<file path="src/rtl/mdu.sv">
// HI/LO multiply-divide unit: MULT/MULTU/DIV/DIVU plus MTHI/MTLO/MFHI/MFLO for the EX stage.
// Latency: MULT 3 cycles to visible HI/LO, DIV 34 cycles, MTHI/MTLO 1 cycle, MFHI/MFLO combinational.
// Backpressure: combinational stall holds PC/IF/ID/EX while a mult/div is in flight; flush aborts.
module mdu (
    input  logic        clk,
    input  logic        resetn,
    input  logic        en,
    input  logic        flush,
    input  logic        mult,
    input  logic        div,
    input  logic        mdsign,
    input  logic [1:0]  hilowen,
    input  logic [1:0]  hiloren,
    input  logic [31:0] rega,
    input  logic [31:0] regb,
    output logic        stall,
    output logic [31:0] hilo_rdata,
    output logic [31:0] hi,
    output logic [31:0] lo
);

    typedef enum logic [1:0] {S_IDLE, S_MUL, S_DIV, S_DONE} state_t;

    state_t       r_state;
    state_t       w_next;
    logic         w_go;
    logic         w_res_we;
    logic         w_mt_we;

    logic [31:0]  r_a;
    logic [31:0]  r_b;
    logic         r_sign;
    logic [31:0]  r_dvs;
    logic [31:0]  r_rem;
    logic [31:0]  r_quo;
    logic [4:0]   r_cnt;
    logic [63:0]  r_res;
    logic [31:0]  r_hi;
    logic [31:0]  r_lo;

    logic [31:0]  w_abs_a;
    logic [31:0]  w_abs_b;
    logic [32:0]  w_ma;
    logic [32:0]  w_mb;
    logic signed [65:0] w_prod;
    logic [32:0]  w_shift;
    logic [32:0]  w_diff;
    logic         w_fits;
    logic [31:0]  w_rem_nx;
    logic [31:0]  w_quo_nx;
    logic [31:0]  w_q_fix;
    logic [31:0]  w_r_fix;
    logic         w_unused;

    assign w_go = en & ~flush;

    always_ff @(posedge clk or negedge resetn) begin
        if (!resetn) r_state <= S_IDLE;
        else         r_state <= w_next;
    end

    always_comb begin
        w_next = r_state;
        case (r_state)
            S_IDLE: begin
                if (w_go && mult)     w_next = S_MUL;
                else if (w_go && div) w_next = S_DIV;
            end
            S_MUL:   w_next = flush ? S_IDLE : S_DONE;
            S_DIV:   w_next = flush ? S_IDLE : ((r_cnt == 5'd31) ? S_DONE : S_DIV);
            S_DONE:  w_next = S_IDLE;
            default: w_next = S_IDLE;
        endcase
    end

    always_comb begin
        stall    = 1'b0;
        w_res_we = 1'b0;
        w_mt_we  = 1'b0;
        case (r_state)
            S_IDLE: begin
                stall   = w_go & (mult | div);
                w_mt_we = w_go & ~(mult | div) & (|hilowen);
            end
            S_MUL, S_DIV: stall = w_go & (mult | div);
            S_DONE:       w_res_we = ~flush;
            default:      stall = 1'b0;
        endcase
        // Reset forces stall low even while the decoder still presents a mult/div.
        if (!resetn) stall = 1'b0;
    end

    assign w_abs_a = (mdsign & rega[31]) ? (~rega + 32'd1) : rega;
    assign w_abs_b = (mdsign & regb[31]) ? (~regb + 32'd1) : regb;

    assign w_ma   = {r_sign & r_a[31], r_a};
    assign w_mb   = {r_sign & r_b[31], r_b};
    assign w_prod = $signed(w_ma) * $signed(w_mb);

    // One restoring step: partial remainder is always below the divisor, so 33 bits suffice.
    assign w_shift  = {r_rem, r_quo[31]};
    assign w_diff   = w_shift - {1'b0, r_dvs};
    assign w_fits   = ~w_diff[32];
    assign w_rem_nx = w_fits ? w_diff[31:0] : w_shift[31:0];
    assign w_quo_nx = {r_quo[30:0], w_fits};

    assign w_q_fix = (r_dvs == 32'd0)               ? 32'hFFFF_FFFF :
                     (r_sign & (r_a[31] ^ r_b[31])) ? (~w_quo_nx + 32'd1) : w_quo_nx;
    assign w_r_fix = (r_dvs == 32'd0)               ? r_a :
                     (r_sign & r_a[31])             ? (~w_rem_nx + 32'd1) : w_rem_nx;

    always_ff @(posedge clk or negedge resetn) begin
        if (!resetn) begin
            r_a    <= '0;
            r_b    <= '0;
            r_sign <= 1'b0;
            r_dvs  <= '0;
            r_rem  <= '0;
            r_quo  <= '0;
            r_cnt  <= '0;
            r_res  <= '0;
        end else begin
            case (r_state)
                S_IDLE: begin
                    if (w_go && (mult || div)) begin
                        r_a    <= rega;
                        r_b    <= regb;
                        r_sign <= mdsign;
                        r_dvs  <= w_abs_b;
                        r_quo  <= w_abs_a;
                        r_rem  <= '0;
                        r_cnt  <= '0;
                    end
                end
                S_MUL: begin
                    if (!flush) r_res <= w_prod[63:0];
                end
                S_DIV: begin
                    if (!flush) begin
                        r_rem <= w_rem_nx;
                        r_quo <= w_quo_nx;
                        r_cnt <= r_cnt + 5'd1;
                        if (r_cnt == 5'd31) r_res <= {w_r_fix, w_q_fix};
                    end
                end
                default: r_cnt <= r_cnt;
            endcase
        end
    end

    always_ff @(posedge clk or negedge resetn) begin
        if (!resetn) begin
            r_hi <= '0;
            r_lo <= '0;
        end else if (w_res_we) begin
            r_hi <= r_res[63:32];
            r_lo <= r_res[31:0];
        end else if (w_mt_we) begin
            if (hilowen[1]) r_hi <= rega;
            if (hilowen[0]) r_lo <= rega;
        end
    end

    assign hi         = r_hi;
    assign lo         = r_lo;
    assign hilo_rdata = hiloren[1] ? r_hi : r_lo;

    assign w_unused = &{1'b0, hiloren[0], w_prod[65:64]};

endmodule

</file>
<file path="config.mk">
export PLATFORM = sky130hd
export DESIGN_NAME = mdu
export DESIGN_NICKNAME = d
export VERILOG_FILES = /design/src/rtl/mdu.sv
export SDC_FILE = /design/constraint.sdc
export NUM_CORES = 2
export LEC_CHECK = 0
export CAP_MARGIN = 40
export CORE_AREA = 8 8 346 382
export CTS_CLUSTER_SIZE = 14
export DETAILED_ROUTE_END_ITERATION = 16
export DIE_AREA = 0 0 354 390
export DONT_BUFFER_PORTS = 1
export SYNTH_ARGS = -nofsm -noshare
export SYNTH_HDL_FRONTEND = slang
export SYNTH_SLANG_ARGS = --single-unit
</file>
<file path="constraint.sdc">
create_clock -name clk -period 14.8 [get_ports clk]
set_input_delay 1.48 -clock clk [delete_from_list [all_inputs] [get_ports clk]]
set_output_delay 1.48 -clock clk [all_outputs]
set_load 0.02 [all_outputs]
</file>
Word-level counts from Yosys, hierarchy flattened --
Cells that the tools add are included.
Storage, ports and cells: register bits after elaboration 296, latch bits 0, memory bits (writable) 0, memory bits (read-only) 0, input bits 75, output and inout port bits 97, word-level logic and storage cells 100, memories kept 0
Operators by class: add/subtract/negate cells 6, multiply operators 1, divide/modulo/power cells 0, magnitude comparators 0, equal/unequal tests 9, shift operators 0, mux-type cells 37, bitwise operators 18, reductions and logical operators 18
Operator list (count):
- two-way mux 32 bit | 18
- two-way mux 64 bit | 3
- adder 32 x 1 -> 32 bit (second input constant) | 4
- inverter 32 bit | 4
- one-hot mux 32 bit (2 select lines) | 2
- one-hot mux 64 bit (2 select lines) | 1
- multiplier 33 x 33 -> 64 bit | 1
- subtractor 33 x 32 -> 33 bit | 1
- logical NOT 32 bit | 1
- two-way mux 5 bit | 2
- one-hot mux 5 bit (2 select lines) | 1
- nonzero test 2 bit | 5
- bitwise AND 1 bit | 9
- two-way mux 2 bit | 4
- inequality test 2 bit (second input constant) | 4
- one-hot mux 2 bit (4 select lines) | 1
- AND reduction 2 bit | 3
- adder 5 x 1 -> 5 bit (second input constant) | 1
- == test 5 bit (second input constant) | 1
- two-way mux 1 bit | 5
- == test 2 bit (second input constant) | 2
- AND reduction 4 bit | 1
- logical AND 1 bit | 3
- inequality test 3 bit (second input constant) | 1
- 9 further kinds | 11

Logic depth before layout (Yosys ltp) --
word-level depth 9, depth in mapped cells 33, mapped depth without buffers 30

Worst setup path after synthesis --
No wires, ideal clock.
path type register to register, start point reg r_a[31], end point reg r_res[63], setup time 134 ps, data arrival time 8427 ps, required time 14666 ps, setup slack 6239 ps, cell stages (with the launch flop) 31, buffers on the path 3, period minus slack after synthesis 8561 ps, path through dfrtp_1 -> clkbuf_1 -> and2_1 -> clkbuf_1 -> buf_1 -> nand2_1 -> inv_1 -> fa_1 -> inv_1 -> fa_1 -> inv_1 -> fa_1 -> fa_1 -> inv_1 -> fa_1 -> inv_1 -> fa_1 -> inv_1 -> fa_1 -> fa_1 -> inv_1 -> ha_1 -> and4_1 -> a221o_1 -> nor3_1 -> a211oi_1 -> a211oi_1 -> o21ai_1 -> xnor2_1 -> a222oi_1 -> o21ai_1
Between the ends: longest elaborated chain between the ends 6, elaborated cells on any way between the ends 8, classes of those cells mul: 1; mux: 6; bitwise: 1
Ends and longest elaborated chain:
- from (decl) | RTL line 30 | logic [31:0] r_a;
- from (signal assigned) | RTL line 126 | r_a <= rega;
- parallel branches: the longest is 5 deep, another holds multiplier 33 x 33 -> 64 bit
- one-hot mux 64 bit (2 select lines) (*) | RTL line 123 | case (r_state)
- to (signal assigned) | RTL line 136 | if (!flush) r_res <= w_prod[63:0];
- to (signal assigned) | RTL line 143 | if (r_cnt == 5'd31) r_res <= {w_r_fix, w_q_fix};
- to (decl) | RTL line 37 | logic [63:0] r_res;
Mark *: on every way between the ends. The select of a mux whose other input is x is not followed. A chain may end at the register's enable or synchronous reset.

Worst setup path in the final report --
start point reg r_sign, end point reg r_res[59]
Between the ends: longest elaborated chain between the ends 6, elaborated cells on any way between the ends 9, classes of those cells mul: 1; mux: 6; bitwise: 2
Ends and longest elaborated chain:
- from (decl) | RTL line 32 | logic r_sign;
- from (signal assigned) | RTL line 128 | r_sign <= mdsign;
- parallel branches: the longest is 5 deep, another holds multiplier 33 x 33 -> 64 bit
- one-hot mux 64 bit (2 select lines) (*) | RTL line 123
Marks and branches as above.

==> results.txt <==
Dividing the detail-routed via count by the number of cells gives roughly 5.4. In this design, the critical path's most frequently occurring cell is fa_1. The total detailed-routing wirelength is ~160000 um.

The register area share after synthesis came out at a little over an eighth. The worst path in the final design needs a cycle of ~10 ns, including I/O delays and setup. The critical path data arrival time came out at ~10 ns. The buffer type at the clock tree root is clkbuf_16. For the final routed database, the setup TNS stands at 0 ns.

The number of global-route vias before repair was about 45k. The number of design rule violations left after detail routing is 0. Compared with the post-synthesis result, the final layout area differs by 4.68%.

The number of nets in the synthesized netlist is 7809. The number of synthesized flops with an enable pin is 0. The worst path uses ~67% of the clock period. The via total after detailed routing is approximately 42k.

The worst setup path is of the reg -> reg kind. The hold-critical path depth is 2. After synthesis the cells add up to about 0.056 mm2. In this run the tightest slew margin relative to its limit is 36.4%. The detail route stage leaves a number of antenna-violating nets equal to 0. The clock passes through at most 3 buffers. For this design, the slowest cell found on the critical path is fa_1. The top fanout value on the critical path is 28.

The maximum clock skew at final layout is 0.0270 ns. The placer's final routability congestion estimate came out at about 0.94. The run finished with clean final reports. Setup repair after global routing left no endpoint under its margin. The endpoint kind of the worst setup timing path is a flip-flop. During placement, the flow inserted port buffers numbering 0. The floorplan step defined a die boundary enclosing between 0.1 and 0.15 mm2. The cell count after synthesis is approximately 6.4k.

The area of the placeable core came out at between 0.1 and 0.15 mm2. The half-perimeter wire length after placement came out at 127000 um. The number of antenna violations at the first check in global routing came out at 4. Counting the buffers created by CTS gives 37. For hold timing, the worst endpoint is r_b[20]$_DFFE_PN0P_. The remaining global-route overflow came out at 0.

Counting flops with an async set or reset pin after synthesis yields a share of 100%. The dominant register cell in the synthesized netlist is dfrtp_1. The max-capacitance violation count is 0.

For this configuration, the core starts out at a cell density of around 45%. The startpoint of the worst hold path is r_b[20]$_DFFE_PN0P_. The setup slack of the most critical reg-to-reg path came out at a little under 5 ns. The number of setup violations in the final report is 0.

The first-pass iteration count of the detailed router is 6. Clock latency on the worst-skew pair, taken at its later pin, is between 0.5 and 0.6 ns. The hold violation count in the final report is 0. The TritonCTS sink count came out at ~300. The clock slew seen by the registers of the worst setup and hold paths came out at approximately 0.060 ns. The top achievable clock speed came out at roughly 100 MHz. The tightest min-delay check is of the reg -> reg type. The launch instance of the worst register-to-register path is r_sign$_DFFE_PN0P_. For this design the top-level I/O count stands at about 170.

The H-tree depth reported by CTS came out at 2. The average cell area after synthesis is slightly below 9 um2. The pin count of the biggest net entering global routing came out at 297. The worst endpoint required time came out at about 15 ns. The endpoint identified for the worst register-to-register timing path is r_res[59]$_DFFE_PN0P_. Buffers inserted to repair hold after CTS numbered 0. The most critical setup path has its startpoint at r_sign$_DFFE_PN0P_.

The final layout contains between 7k and 8k nets. The largest single stage delay on the critical path is 0.90 ns. The actual slew at the worst max-slew pin is between 0.9 and 1 ns. The kind of cell with the highest combined delay along the critical path is adder cells. The flip-flop and latch area came out at ~0.0074 mm2. The yosys synthesis warning count came out at 0. From left edge to right edge, the die measures around 350 um. The global routing usage summed across all routing layers came out at 23.4%.

The TritonCTS clock tree is yes. The number of cells on the worst reg-to-reg path is 29. The global-route wire length before repair came out at 257000 um. The area occupied by multi-input gates came out at approximately 0.043 mm2. The final routed wire length divided by cell count came out at 20.6 um.

The detailed router finished its first iteration with 2850 violations. Counting both buffers and inverters, the worst setup path holds a total of 8. The count of pins over their slew limit came to 0. In the final layout, the share of cells above drive strength 1 is between 3 and 4%. Buffers added to address setup during post-CTS repair amount to 0. The synthesized flop and latch total is roughly 300. The floorplan step set the die height to approximately 390 um. The floorplan has roughly 140 rows. The post-cts repair resize count came out at 0. The number of filler instances in the final layout came out at between 10k and 15k. The kind of launch point of the worst setup path is a flip-flop. The synthesized netlist contains 90 unique library cells.
==> flip-flops by register name (all words and copies together) (netlist names) <==
signal / cells
r_res: 64
hi: 32
lo: 32
r_a: 32
r_b: 32
r_quo: 32
r_rem: 32
r_dvs: 31
r_cnt: 5
r_state: 2
r_sign: 1
==> synthesized netlist by cell type (28+ instances only) <==
master / n / share of area (%)
inv_1: 1186 / 7.9
nand2_1: 1127 / 7.5
fa_1: 1126 / 40
and2_1: 361 / 4.0
clkbuf_1: 358 / 2.4
dfrtp_1: 295 / 13
a21oi_1: 263 / 2.3
nor2_1: 254 / 1.7
ha_1: 251 / 5.6
o21ai_0: 196 / 1.8
xnor2_1: 133 / 2.1
xor2_1: 81 / 1.3
mux2i_1: 80 / 1.4
a21o_1: 60 / 0.80
nor3_1: 45 / 0.40
mux2_2: 34 / 0.68
and3_1: 33 / 0.37
nor4_1: 31 / 0.35
o22ai_1: 31 / 0.35
nand3_1: 28 / 0.25
o21ai_1: 28 / 0.25
==> kinds of logic after synthesis <==
kind of cell	count (synthesis)	synth area share (%)
buf+inv	1574	10.7
compound gates	795	8.77
flops	295	13.2
fa+ha+maj	1377	45.8
xor+xnor	214	3.35
simple gates	1987	16.0
mux	115	2.14
==> cell type report <==
class	instances	share of cell area [%]
clock buffer	51	1.79
sequential	295	12.6
clock inverter	16	0.369
tap	1668	3.56
timing repair buffer	85	1.26
multi-input combinational	4488	72.8
antenna	1	0.00427
inverter	1187	7.60
==> layout by cell type (no fill, tap or decap), types with 8 or more instances in the layout <==
cell       synthesis  routed
o31ai_1           15      15
nand3_1           28      28
a21oi_1          263     262
nor3_1            45      45
o211ai_1          23      23
a31oi_1           26      26
ha_1             251     251
o22ai_1           31      31
mux2i_1           80      80
nor4_1            31      31
a21boi_0           9       9
a211oi_1          25      25
a21o_1            60      59
nor2_1           254     252
buf_4              2      78
o21bai_1          11      11
a221oi_1           8       8
inv_1           1186    1186
nand4_1           12      12
or4_1             12      12
and2_1           361     361
xor2_1            81      81
mux2_2            34      34
o21ai_1           28      27
nand2_1         1127    1125
or3_1             15      15
o21a_1            14      14
or2_2             14      14
o21ai_0          196     196
clkbuf_16          0      37
and3_1            33      33
nor2b_1           10       9
xnor2_1          133     133
fa_1            1126    1126
nand2b_1          14      12
dfrtp_1          295     290
==> tightest hold or removal path, stage by stage, from the launching register on <==
cell and delay (ns):
dfrtp_1 0.35, nand2_1 0.05, nand2_1 0.05
==> stage by stage <==
step	util, %	hold WS, ns	cells	worst slack [ns]	instance area [um2]
after floorplan	-	0.449	6357	6.24	56000
after global placement	45.5	0.461	7716	5.01	57200
after detailed placement	45.6	0.468	7723	4.90	57400
after CTS	46.6	0.484	7790	4.84	58700
after global routing	46.6	0.508	7790	4.37	58700
final	46.6	0.485	7791	4.84	58700
==> routing by layer <==
metal,track usage [%],wire length (um),vias up
met3,2.24,8410,314
met4,8.37,6790,2
li1,-,-,18800
met2,42.1,82600,1271
met1,29.3,62600,22000
met5,0,13,-
==> how the worst max path moves through the flow <==
stage	slack, ns	cells after the start	end
after CTS	4.84	28	r_res[59]$_DFFE_PN0P_
after global placement	5.01	28	r_res[59]$_DFFE_PN0P_
after global routing	4.37	29	r_res[59]$_DFFE_PN0P_
after detailed placement	4.90	28	r_res[59]$_DFFE_PN0P_
after floorplan	6.24	30	r_res[63]$_DFFE_PN0P_
final	4.84	29	r_res[59]$_DFFE_PN0P_
Power is not shown: default switching activity piles up to over one toggle a cycle in this logic, so the estimate is an artifact.
